===== src/rtl/state_accum_pkg.sv =====
`default_nettype none
// ============================================================================
// Module      : state_accum_pkg
// Description : Shared types and default sizes for the multi-channel
//               state accumulator (operation encoding, default W / CH).
// Revision    : 1.0 - initial release
// ============================================================================
package state_accum_pkg;

    // Default accumulator/data width and channel count
    localparam int DEF_W  = 8;
    localparam int DEF_CH = 4;

    // Operation applied to the target channel on a beat
    typedef enum logic [1:0] {
        MODE_XOR  = 2'd0,
        MODE_ADD  = 2'd1,
        MODE_OR   = 2'd2,
        MODE_LOAD = 2'd3
    } mode_e;

endpackage
`default_nettype wire


===== src/rtl/state_accum_alu.sv =====
`default_nettype none
// ============================================================================
// Module      : state_accum_alu
// Description : Combinational operator: result = op(mode, s, d).
//               ADD wraps modulo 2^W (carry dropped).
// Revision    : 1.0 - initial release
// ============================================================================
module state_accum_alu
    import state_accum_pkg::*;
#(
    parameter int W = DEF_W
) (
    input  mode_e          mode,
    input  logic [W-1:0]   s,
    input  logic [W-1:0]   d,
    output logic [W-1:0]   result
);

    // Select the operation; the W-bit sum truncates the carry naturally
    always_comb begin
        result = d;
        unique case (mode)
            MODE_XOR:  result = s ^ d;
            MODE_ADD:  result = s + d;
            MODE_OR:   result = s | d;
            MODE_LOAD: result = d;
            default:   result = d;
        endcase
    end

endmodule
`default_nettype wire


===== src/rtl/state_accum.sv =====
`default_nettype none
// ============================================================================
// Module      : state_accum
// Description : CH independent W-bit accumulator channels. One beat per
//               cycle updates the addressed channel; the pre-update value
//               and the post-update parity are reported one cycle later.
//               rst is synchronous and active-low; clr zeroes all channels.
// Revision    : 1.0 - initial release
// ============================================================================
module state_accum
    import state_accum_pkg::*;
#(
    parameter int W   = DEF_W,
    parameter int CH  = DEF_CH,
    parameter int CHW = (CH > 1) ? $clog2(CH) : 1
) (
    input  logic            clk,
    input  logic            rst,
    input  logic            in_valid,
    input  logic [CHW-1:0]  in_ch,
    input  logic [1:0]      in_mode,
    input  logic [W-1:0]    in_data,
    input  logic            clr,
    output logic            out_valid,
    output logic [CHW-1:0]  out_ch,
    output logic [W-1:0]    out_data,
    output logic            out_parity
);

    // Channel count widened by one bit so that the range test covers every
    // encodable index, including those at or above CH.
    localparam logic [CHW:0] CH_L = (CHW+1)'(CH);

    // Channel state and output registers
    logic [W-1:0]   ch_q [CH];
    logic [W-1:0]   ch_d [CH];
    logic           out_valid_q,  out_valid_d;
    logic [CHW-1:0] out_ch_q,     out_ch_d;
    logic [W-1:0]   out_data_q,   out_data_d;
    logic           out_parity_q, out_parity_d;

    // Datapath nets
    logic           hit;        // valid beat addressed to an existing channel
    logic [W-1:0]   cur_s;      // pre-update (pre-clear) value of target
    logic [W-1:0]   alu_s;      // operand seen by the ALU (0 when clearing)
    logic [W-1:0]   alu_result;

    assign hit = in_valid && ({1'b0, in_ch} < CH_L);

    // Read the addressed channel; out-of-range indices read as zero
    always_comb begin
        cur_s = '0;
        for (int i = 0; i < CH; i++) begin
            if (in_ch == i[CHW-1:0]) begin
                cur_s = ch_q[i];
            end
        end
    end

    // A simultaneous clear makes the target start from zero: op(0, d)
    assign alu_s = clr ? '0 : cur_s;

    state_accum_alu #(
        .W (W)
    ) u_alu (
        .mode   (mode_e'(in_mode)),
        .s      (alu_s),
        .d      (in_data),
        .result (alu_result)
    );

    // Next channel state: clear everything, then overlay the target result
    always_comb begin
        for (int i = 0; i < CH; i++) begin
            ch_d[i] = clr ? '0 : ch_q[i];
            if (hit && (in_ch == i[CHW-1:0])) begin
                ch_d[i] = alu_result;
            end
        end
    end

    // Next output values: report on every valid beat, hold otherwise
    always_comb begin
        out_valid_d  = in_valid;
        out_ch_d     = out_ch_q;
        out_data_d   = out_data_q;
        out_parity_d = out_parity_q;
        if (in_valid) begin
            out_ch_d     = in_ch;
            out_data_d   = hit ? cur_s : '0;
            out_parity_d = hit ? ^alu_result : 1'b0;
        end
    end

    // State and output registers; reset overrides clr and any beat
    always_ff @(posedge clk) begin
        if (!rst) begin
            for (int i = 0; i < CH; i++) begin
                ch_q[i] <= '0;
            end
            out_valid_q  <= 1'b0;
            out_ch_q     <= '0;
            out_data_q   <= '0;
            out_parity_q <= 1'b0;
        end else begin
            ch_q         <= ch_d;
            out_valid_q  <= out_valid_d;
            out_ch_q     <= out_ch_d;
            out_data_q   <= out_data_d;
            out_parity_q <= out_parity_d;
        end
    end

    assign out_valid  = out_valid_q;
    assign out_ch     = out_ch_q;
    assign out_data   = out_data_q;
    assign out_parity = out_parity_q;

endmodule
`default_nettype wire


===== config.mk =====
export PLATFORM = sky130hd
export DESIGN_NAME = state_accum
export DESIGN_NICKNAME = d
export VERILOG_FILES = /design/src/rtl/state_accum_pkg.sv /design/src/rtl/state_accum_alu.sv /design/src/rtl/state_accum.sv
export SDC_FILE = /design/constraint.sdc
export NUM_CORES = 1
export LEC_CHECK = 0
export CORE_MARGIN = 1.5
export CORE_UTILIZATION = 62
export DETAILED_ROUTE_END_ITERATION = 12
export PLACE_DENSITY = 0.86
export SLEW_MARGIN = 20
export SYNTH_ARGS = -nofsm -noshare
export SYNTH_HDL_FRONTEND = slang
export SYNTH_SLANG_ARGS = --single-unit

===== constraint.sdc =====
create_clock -name clk -period 10.4 [get_ports clk]
set_input_delay 1.56 -clock clk [delete_from_list [all_inputs] [get_ports clk]]
set_output_delay 1.56 -clock clk [all_outputs]
set_load 0.02 [all_outputs]

After elaboration in Yosys (flattened, before gate mapping)
Index checks and enable logic that the tools add are counted.

operators by class
  add/sub/neg operators = 1
  multiplexer cells = 11
  reduce and logical (&&, ||, !) cells = 11
  equality and inequality tests = 6
  bitwise logic cells = 2

operator list
  kind                                                  count
  2-to-1 mux 8 bit                                      10
  one-hot mux 8 bit (4 select lines)                    1
  adder 8 bit                                           1
  equality test 2 bit (second input constant)           4
  OR 8 bit                                              1
  nonzero test 2 bit                                    4
  XOR reduction 8 bit                                   1
  XOR 8 bit                                             1
  equality test 2 x 1 -> 1 bit (second input constant)  2
  logical AND 1 bit                                     4
  zero test 2 bit                                       2

word-level totals
  logic and storage cells = 39
  output and inout port bits = 12
  register bits after elaboration = 44
  bits of input ports = 16

Logic depth before layout (Yosys ltp)
Gate-level depths: netlist (run 1).

  depth after elaboration = 9
  depth in mapped cells = 14
  gate-level depth less buffers = 13

Cells and area by module
A second synthesis (run 1) with hierarchy kept.

second synthesis, totals
  cell total of the unflattened synthesis = 305
  area total of the unflattened synthesis = 2856.5 µm²

modules (own cells, without submodules)
  module           times used  cells an instance  sequential area each (µm²)  area an instance (µm²)
  state_accum      1           209                880.8                       2168.3
  state_accum_alu  1           96                 0.0                         688.2

Worst setup path before layout (run 1)
No wires, ideal clock.

  kind = input-to-reg
  start = input in_ch[0]
  end = register out_parity_q, in the netlist out_parity
  slack = 5.089 ns
  stages = 13
  arrival = 5.181 ns
  path buffers = 2
  required time = 10.270 ns
  setup time = 0.130 ns
  cells stage by stage = clkbuf_1 > clkbuf_1 > mux4_2 > nand2b_1 > ha_1 > and2_1 > a221o_1 > nor4b_1 > nor3_4 > xnor3_1 > and4_4 > a2111oi_1 > nand2_1

on the way
  cells in the longest elaborated chain, start to end = 9

RTL lines
  element                                    RTL line               RTL
  start: declaration                         state_accum.sv:20      input logic [CHW-1:0] in_ch,
  zero test 2 bit                            state_accum.sv:54      if (in_ch == i[CHW-1:0]) begin
  2-to-1 mux 8 bit (3 in a row)              state_accum.sv:54
  2-to-1 mux 8 bit (*)                       state_accum.sv:54
  2-to-1 mux 8 bit (*)                       state_accum.sv:61      assign alu_s = clr ? '0 : cur_s;
  adder 8 bit, or another cell as far along  state_accum_alu.sv:24  MODE_ADD: result = s + d;
  one-hot mux 8 bit (4 select lines) (*)     state_accum_alu.sv:22  unique case (mode)
  XOR reduction 8 bit (*)                    state_accum.sv:91      out_parity_d = hit ? ^alu_result : 1'b0;
  end signal: assignment                     state_accum.sv:110     out_parity_q <= out_parity_d;
  end: declaration                           state_accum.sv:40      logic out_parity_q, out_parity_d;

Every way passes the cells marked *; elsewhere a longest branch is shown, timed or not.
A chain may end at the register's enable or synchronous reset.

Worst setup path after layout (run 1)
Same ends and word-level chain as after synthesis.

==> results.py, run 1 <==
metrics = {
    "status": {
        "status": "complete, no violations",
    },
    "clocking": {
        "cts_buffers": 5,
        "htreeDepth": 2,
        "clk_pin_slew_ns": 0.08,
        "cts_tree": "built",
        "post_cts_buffers": 0,
        "holdBufCountCts": 0,
        "cts_root_buffer": "clkbuf_8",
        "clk_path_buf_depth": 2,
        "cts_sinks": 44,
        "clock_latency_ns": 0.30,
        "cts-resized-gates": 0,
    },
    "grt": {
        "grt_pass1_vias": 2167,
        "grt_usage_pct": 25.2,
        "grt_overflow_total": 0,
        "grt_pass1_wl_um": 9960,
        "grt_max_degree": 44,
        "antenna_found_initial": 0,
    },
    "drt": {
        "via_count": 2267,
        "vias_per_cell": 6.03,
        "finalWirelength_um": 5950,
        "ant_nets": 0,
        "drtIter0Drc": 126,
        "dr.pass1.iters": 4,
        "drc": 0,
        "wl_per_cell_um": 15.8,
    },
    "sta": {
        "slew_headroom_pct": 37.6,
        "period_minus_slack_ns": 5.77,
        "grt_setup_unrepaired": "false",
        "tns_ns": 0,
        "maxSlewViolCount": 0,
        "worst_pin_slew_ns": 0.934,
        "whs_ns": 0.491,
        "setup_viol": 0,
        "max_freq_mhz": 173,
        "fin_crit_sh_pct": 55.5,
        "hold_viol_final": 0,
        "skew_ns": 0.00344,
    },
    "critical_path": {
        "crit_path_max_fanout": 15,
        "crit_buf_inv": 2,
        "rr_startpoint": "ch_q[0]$_SDFFE_PN0P_",
        "r2r_cells": 13,
        "startpoint_type": "primary input",
        "path_class": "primary input to flop",
        "r2r_setup_slack_ns": 6.68,
        "timing.rr.end": "out_parity$_SDFFE_PN0P_",
        "crit_chain": "clkdlybuf4s50_1, mux4_2, nand2b_1, inv_1, ha_1, fa_1, a21o_1, a22o_1, xnor2_1, mux2i_1, xnor3_1, and4_4, a2111oi_1, nand2_1",
        "cp.arrival_ns": 5.95,
        "slowest_delay_ns": 0.99,
        "slowest_stage": "clkdlybuf4s50_1",
        "crit_family": "buffers and inverters",
        "worstPathRequired_ns": 10.58,
        "crit_path_end_kind": "flop",
    },
    "die": {
        "die_h_um": 70.2,
        "die_area_sq_um": 4930,
        "core_sq_um": 4350,
        "die_w_um": 70.2,
        "start_util_pct": 64.3,
        "num_io_pins": 28,
        "row_count": 24,
    },
    "synthesis": {
        "ys.flop_type": "dfxtp_1",
        "synth_adder_area_share_pct": 7.41,
        "yosysUniqueCellTypes": 47,
        "synth_seq_area_share_pct": 31.4,
        "synth_area_leaders": "dfxtp_1 31%, nor2b_1 7.4%, mux4_2 7.2%, nor3b_1 7.2%, ha_1 6.7%",
        "netlist_area_sq_um": 2800,
        "async_reset_ff_share_pct": 0,
        "yosys.area_share.simple_pct": 28.5,
        "synth_top_family_by_area": "simple AND/OR/NAND/NOR gates",
        "synthMuxAreaShare_pct": 12.3,
        "synth_seq_cells": 44,
        "syn-num-nets": 340,
        "synthXorXnorAreaFrac_pct": 2.32,
        "postSynthAreaPerCell_sq_um": 9.10,
        "synth_edf_count": 0,
        "yosys.area.top_type": "dfxtp_1",
        "yosysTopAreaCellShare_pct": 31.4,
        "synth-compound-area-share_pct": 12.7,
        "synth_warnings": 0,
        "syn_inst": 308,
    },
    "cells_and_area": {
        "utilization_pct": 72.7,
        "syn2layout_area_growth_pct": 13.0,
        "post_route_cells_drive_above_1_share_pct": 8.02,
        "nNetsFinal": 355,
        "stdcell_area_sq_um": 3170,
        "nFillCells": 334,
        "diodes": 0,
    },
    "pwr": {
        "p_comb_share_pct": 20.7,
        "p_sw_share_pct": 27.5,
        "seqPwrFrac_pct": 48.8,
        "peakVddDrop_uv": 97.4,
        "intPower_mw": 0.263,
        "p_leak_nw": 1.26,
        "total_power_mw": 0.363,
        "p_sw_mw": 0.0999,
        "clkPwrFrac_pct": 30.5,
        "power_density_nw_per_um2": 115,
    },
    "hold_path": {
        "min_from": "out_ch[0]$_SDFFE_PN0P_",
        "hold_path.class": "flop to flop",
        "min_path_cells": 2,
        "hold_end": "out_ch[0]$_SDFFE_PN0P_",
    },
    "job": {
        "maxCapViolations": 0,
    },
    "placed_design": {
        "dp_hpwl_um": 4020,
        "dpl-instance-area_sq_um": 3080,
        "place_congestion": 0.823,
        "port_buffers": 27,
    },
}
cell usage in the layout, fill, tap and decap left out, types with 2 or more instances in the layout:
master	count
xnor2_1	2
dfxtp_1	44
nand3_1	5
and3_1	3
nor2_1	8
clkdlybuf4s50_1	27
ha_1	15
a221o_1	3
and2_1	8
inv_1	15
o21a_1	6
nor2b_1	33
buf_4	2
o21ai_0	10
a2111oi_1	2
nand2b_1	12
nand3b_1	8
inv_2	2
nor4b_1	3
clkbuf_1	2
mux2i_1	13
clkbuf_8	6
nand2_1	7
a21o_1	3
nor3b_1	26
mux4_2	9
a21oi_1	28
per-layer routing:
layer	vias up	share of wire (%)	GRT usage [%]
met5	-	0	0
met4	0	1.2	7.26
met3	7	5.8	4.18
met2	64	48	40.6
met1	1086	45	34.8
li1	1110	-	-
flip-flops by register name, summed over array words and instances, names as in the netlist:
register,flops
out_data,8
ch_q,32
out_valid,1
out_ch,2
out_parity,1
layout make-up:
| class | instances | area, sq um | share of cell area (%) |
|---|---|---|---|
| Multi-Input combinational cell | 225 | 1780 | 56.1 |
| Sequential cell | 44 | 881 | 27.8 |
| Tap cell | 52 | 65.1 | 2.06 |
| Inverter | 18 | 67.6 | 2.13 |
| Clock buffer | 8 | 90.1 | 2.85 |
| Timing Repair Buffer | 29 | 285 | 9.01 |
synthesized netlist by cell type (2+ instances only):
library cell / instances
nand3b_1: 8
and2_1: 8
o21a_1: 6
buf_2: 2
mux4_2: 9
dfxtp_1: 44
a21o_1: 3
nor4b_1: 3
ha_1: 15
inv_2: 2
mux2i_1: 13
xnor2_1: 2
nor2b_1: 33
clkbuf_1: 17
nor2_1: 8
a221o_1: 3
nand2b_1: 12
o21ai_0: 10
and3_1: 3
nor3b_1: 27
inv_1: 15
a21oi_1: 28
nand2_1: 7
a2111oi_1: 2
buf_1: 2
nand3_1: 5
cells by family (layout without fill, tap and decap cells):
| group | Yosys count | after routing |
|---|---|---|
| xor gates and xnor gates | 5 | 5 |
| muxes | 23 | 23 |
| buffers and inverters | 39 | 55 |
| and+or+nand+nor | 123 | 123 |
| DFF | 44 | 44 |
| AOI/OAI and AO/OA | 58 | 58 |
| adders and majority gates | 16 | 16 |
worst max-delay path by stage:
stage             start                 endpoint  cells past startpoint  slack (ns)
5_1_grt        in_ch[0]  out_parity$_SDFFE_PN0P_                     14        4.37
4_1_cts        in_ch[0]  out_parity$_SDFFE_PN0P_                     14        4.63
6_report       in_ch[0]  out_parity$_SDFFE_PN0P_                     14        4.63
3_5_place_dp   in_ch[0]  out_parity$_SDFFE_PN0P_                     14        4.31
2_1_floorplan  in_ch[0]  out_parity$_SDFFE_PN0P_                     13        5.09
3_3_place_gp   in_ch[0]  out_parity$_SDFFE_PN0P_                     14        4.39
tightest hold or removal path, delay by kind of cell (launching register included):
family,cells,cell delay (ns)
compound gates,1,0.07
flops,1,0.32
simple gates,1,0.06
per-stage QoR:
| step | cells | setup WS, ns |
|---|---|---|
| floorplan | 308 | 5.09 |
| global placement | 368 | 4.39 |
| detailed placement | 368 | 4.31 |
| CTS | 376 | 4.63 |
| global route | 376 | 4.37 |
| finish | 376 | 4.63 |
power groups by stage:
stage | Sequential (mW) | Combinational (mW) | Clock, mW
floorplan | 0.182 | 0.0503 | 0
global placement | 0.180 | 0.0728 | 0
detailed placement | 0.181 | 0.0742 | 0
CTS | 0.177 | 0.0747 | 0.111
global route | 0.177 | 0.0819 | 0.118
finish | 0.177 | 0.0751 | 0.110
No activity file was read; power rests on OpenSTA's default activity.
==> inputs of run 2 (changes only) <==
CORE_UTILIZATION = 57   (was 62)
PLACE_DENSITY = 0.8   (was 0.86)
clock period = 6 ns   (was 10.4 ns; I/O delays follow)
==> results.py, run 2 (synthesis results as in run 1) <==
metrics = {
    "status": {
        "status": "complete, no violations",
    },
    "hold_path": {
        "hold_path.class": "flop to flop",
        "min_path_cells": 2,
        "min_from": "out_parity$_SDFFE_PN0P_",
    },
    "cells_and_area": {
        "nFillCells": 391,
        "largest-register": "ch_q",
        "post_route_cells_drive_above_1_share_pct": 9.48,
        "utilization_pct": 67.9,
        "diodes": 0,
        "final_cell_mix": "44 x dfxtp_1, 33 x nor2b_1, 28 x a21oi_1",
        "nNetsFinal": 358,
        "largest_reg_flops": 32,
        "layout_commonest_cell": "dfxtp_1",
        "syn2layout_area_growth_pct": 14.6,
    },
    "die": {
        "num_io_pins": 28,
        "row_count": 25,
        "die_w_um": 73.1,
        "core_sq_um": 4720,
        "die_h_um": 73.1,
        "start_util_pct": 59.3,
        "die_area_sq_um": 5340,
    },
    "sta": {
        "skew_ns": 0.00225,
        "setup_viol": 0,
        "whs_ns": 0.494,
        "worst_pin_slew_ns": 0.966,
        "grt_setup_unrepaired": "false",
        "hold_viol_final": 0,
        "maxSlewViolCount": 0,
        "max_freq_mhz": 210,
        "fin_crit_sh_pct": 79.3,
        "fin_ws_ns": 1.24,
        "period_minus_slack_ns": 4.76,
        "tns_ns": 0,
        "slew_headroom_pct": 35.4,
    },
    "grt": {
        "grt_pass1_wl_um": 10300,
        "grtUsageMet3_pct": 4.97,
        "grt_overflow_total": 0,
        "grt_max_degree": 44,
        "globalRouteMet1Util_pct": 35.3,
        "antenna_found_initial": 0,
        "grt_usage_pct": 25.4,
        "grt_pass1_vias": 2156,
        "grt_use_met2_pct": 39.3,
        "globalRoute.busiestLayer": "met2",
    },
    "clocking": {
        "cts-resized-gates": 0,
        "post_cts_buffers": 0,
        "cts_tree": "built",
        "cts_buffers": 5,
        "holdBufCountCts": 0,
        "clk_pin_slew_ns": 0.08,
        "cts_root_buffer": "clkbuf_8",
        "cts_sinks": 44,
        "clk_path_buf_depth": 2,
        "clock_latency_ns": 0.30,
        "htreeDepth": 2,
    },
    "job": {
        "maxCapViolations": 0,
    },
    "pwr": {
        "p_leak_nw": 1.28,
        "power_density_nw_per_um2": 197,
        "peakVddDrop_uv": 115,
        "total_power_mw": 0.632,
    },
    "critical_path": {
        "path_class": "primary input to flop",
        "r2r_cells": 13,
        "critPathLaunch": "in_ch[0]",
        "cp.arrival_ns": 4.94,
        "rr_startpoint": "ch_q[0]$_SDFFE_PN0P_",
        "crit_path_max_fanout": 12,
        "worstPathRequired_ns": 6.18,
        "crit_path_end_kind": "flop",
        "startpoint_type": "primary input",
    },
    "drt": {
        "vias_per_cell": 5.88,
        "wl_per_cell_um": 16.1,
        "drc": 0,
        "dr.pass1.iters": 4,
        "drtIter0Drc": 162,
        "ant_nets": 0,
        "via_count": 2317,
        "finalWirelength_um": 6350,
    },
    "placed_design": {
        "place_congestion": 0.879,
        "pre_cts_slack_ns": 0.925,
        "dp_hpwl_um": 4550,
        "port_buffers": 27,
    },
}
run 2: layout make-up:
class	instances	area [sq um]	share of cell area [%]
Clock inverter	2	10.0	0.312
Clock buffer	6	82.6	2.57
Multi-Input combinational cell	225	1780	55.4
Tap cell	67	83.8	2.61
Sequential cell	44	881	27.4
Timing Repair Buffer	32	308	9.59
Inverter	18	67.6	2.11
run 2: routing by layer:
metal	routed length, um	up-vias	part of all wire, %
li1	-	1112	-
met1	2970	1144	47
met2	3010	51	47
met3	277	10	4.4
met4	89	0	1.4
met5	0	-	0
run 2: critical path, cell delays in order:
cell and delay, ns:
clkdlybuf4s50_1 0.59, buf_4 0.26, mux4_2 0.54, nand2b_1 0.12, ha_1 0.28, and2_1 0.21, a221oi_1 0.41, a2111oi_1 0.20
nor3_4 0.34, xnor3_1 0.43, and4_4 0.20, a2111oi_1 0.36, nand2_1 0.08
run 2: metrics by stage:
stage	area [sq um]	instances
final	3210	394
after global placement	3120	386
after global routing	3210	394
after CTS	3210	394
after detailed placement	3120	386
after floorplan	2800	308
run 2: worst paths after layout:
kind | end | slack (ns)
worst max-delay path | out_parity$_SDFFE_PN0P_ | 1.24
worst max register to register | out_parity$_SDFFE_PN0P_ | 2.28
worst min register to register | out_parity$_SDFFE_PN0P_ | 0.49
worst min-delay path | out_parity$_SDFFE_PN0P_ | 0.49
run 2: report_power, final:
| group | switching, mW | leakage (nW) | internal (mW) |
|---|---|---|---|
| Clock | 0.101 | 0.0510 | 0.0920 |
| Sequential | 0.00501 | 0.357 | 0.301 |
| Combinational | 0.0718 | 0.868 | 0.0611 |
| Total | 0.178 | 1.28 | 0.454 |
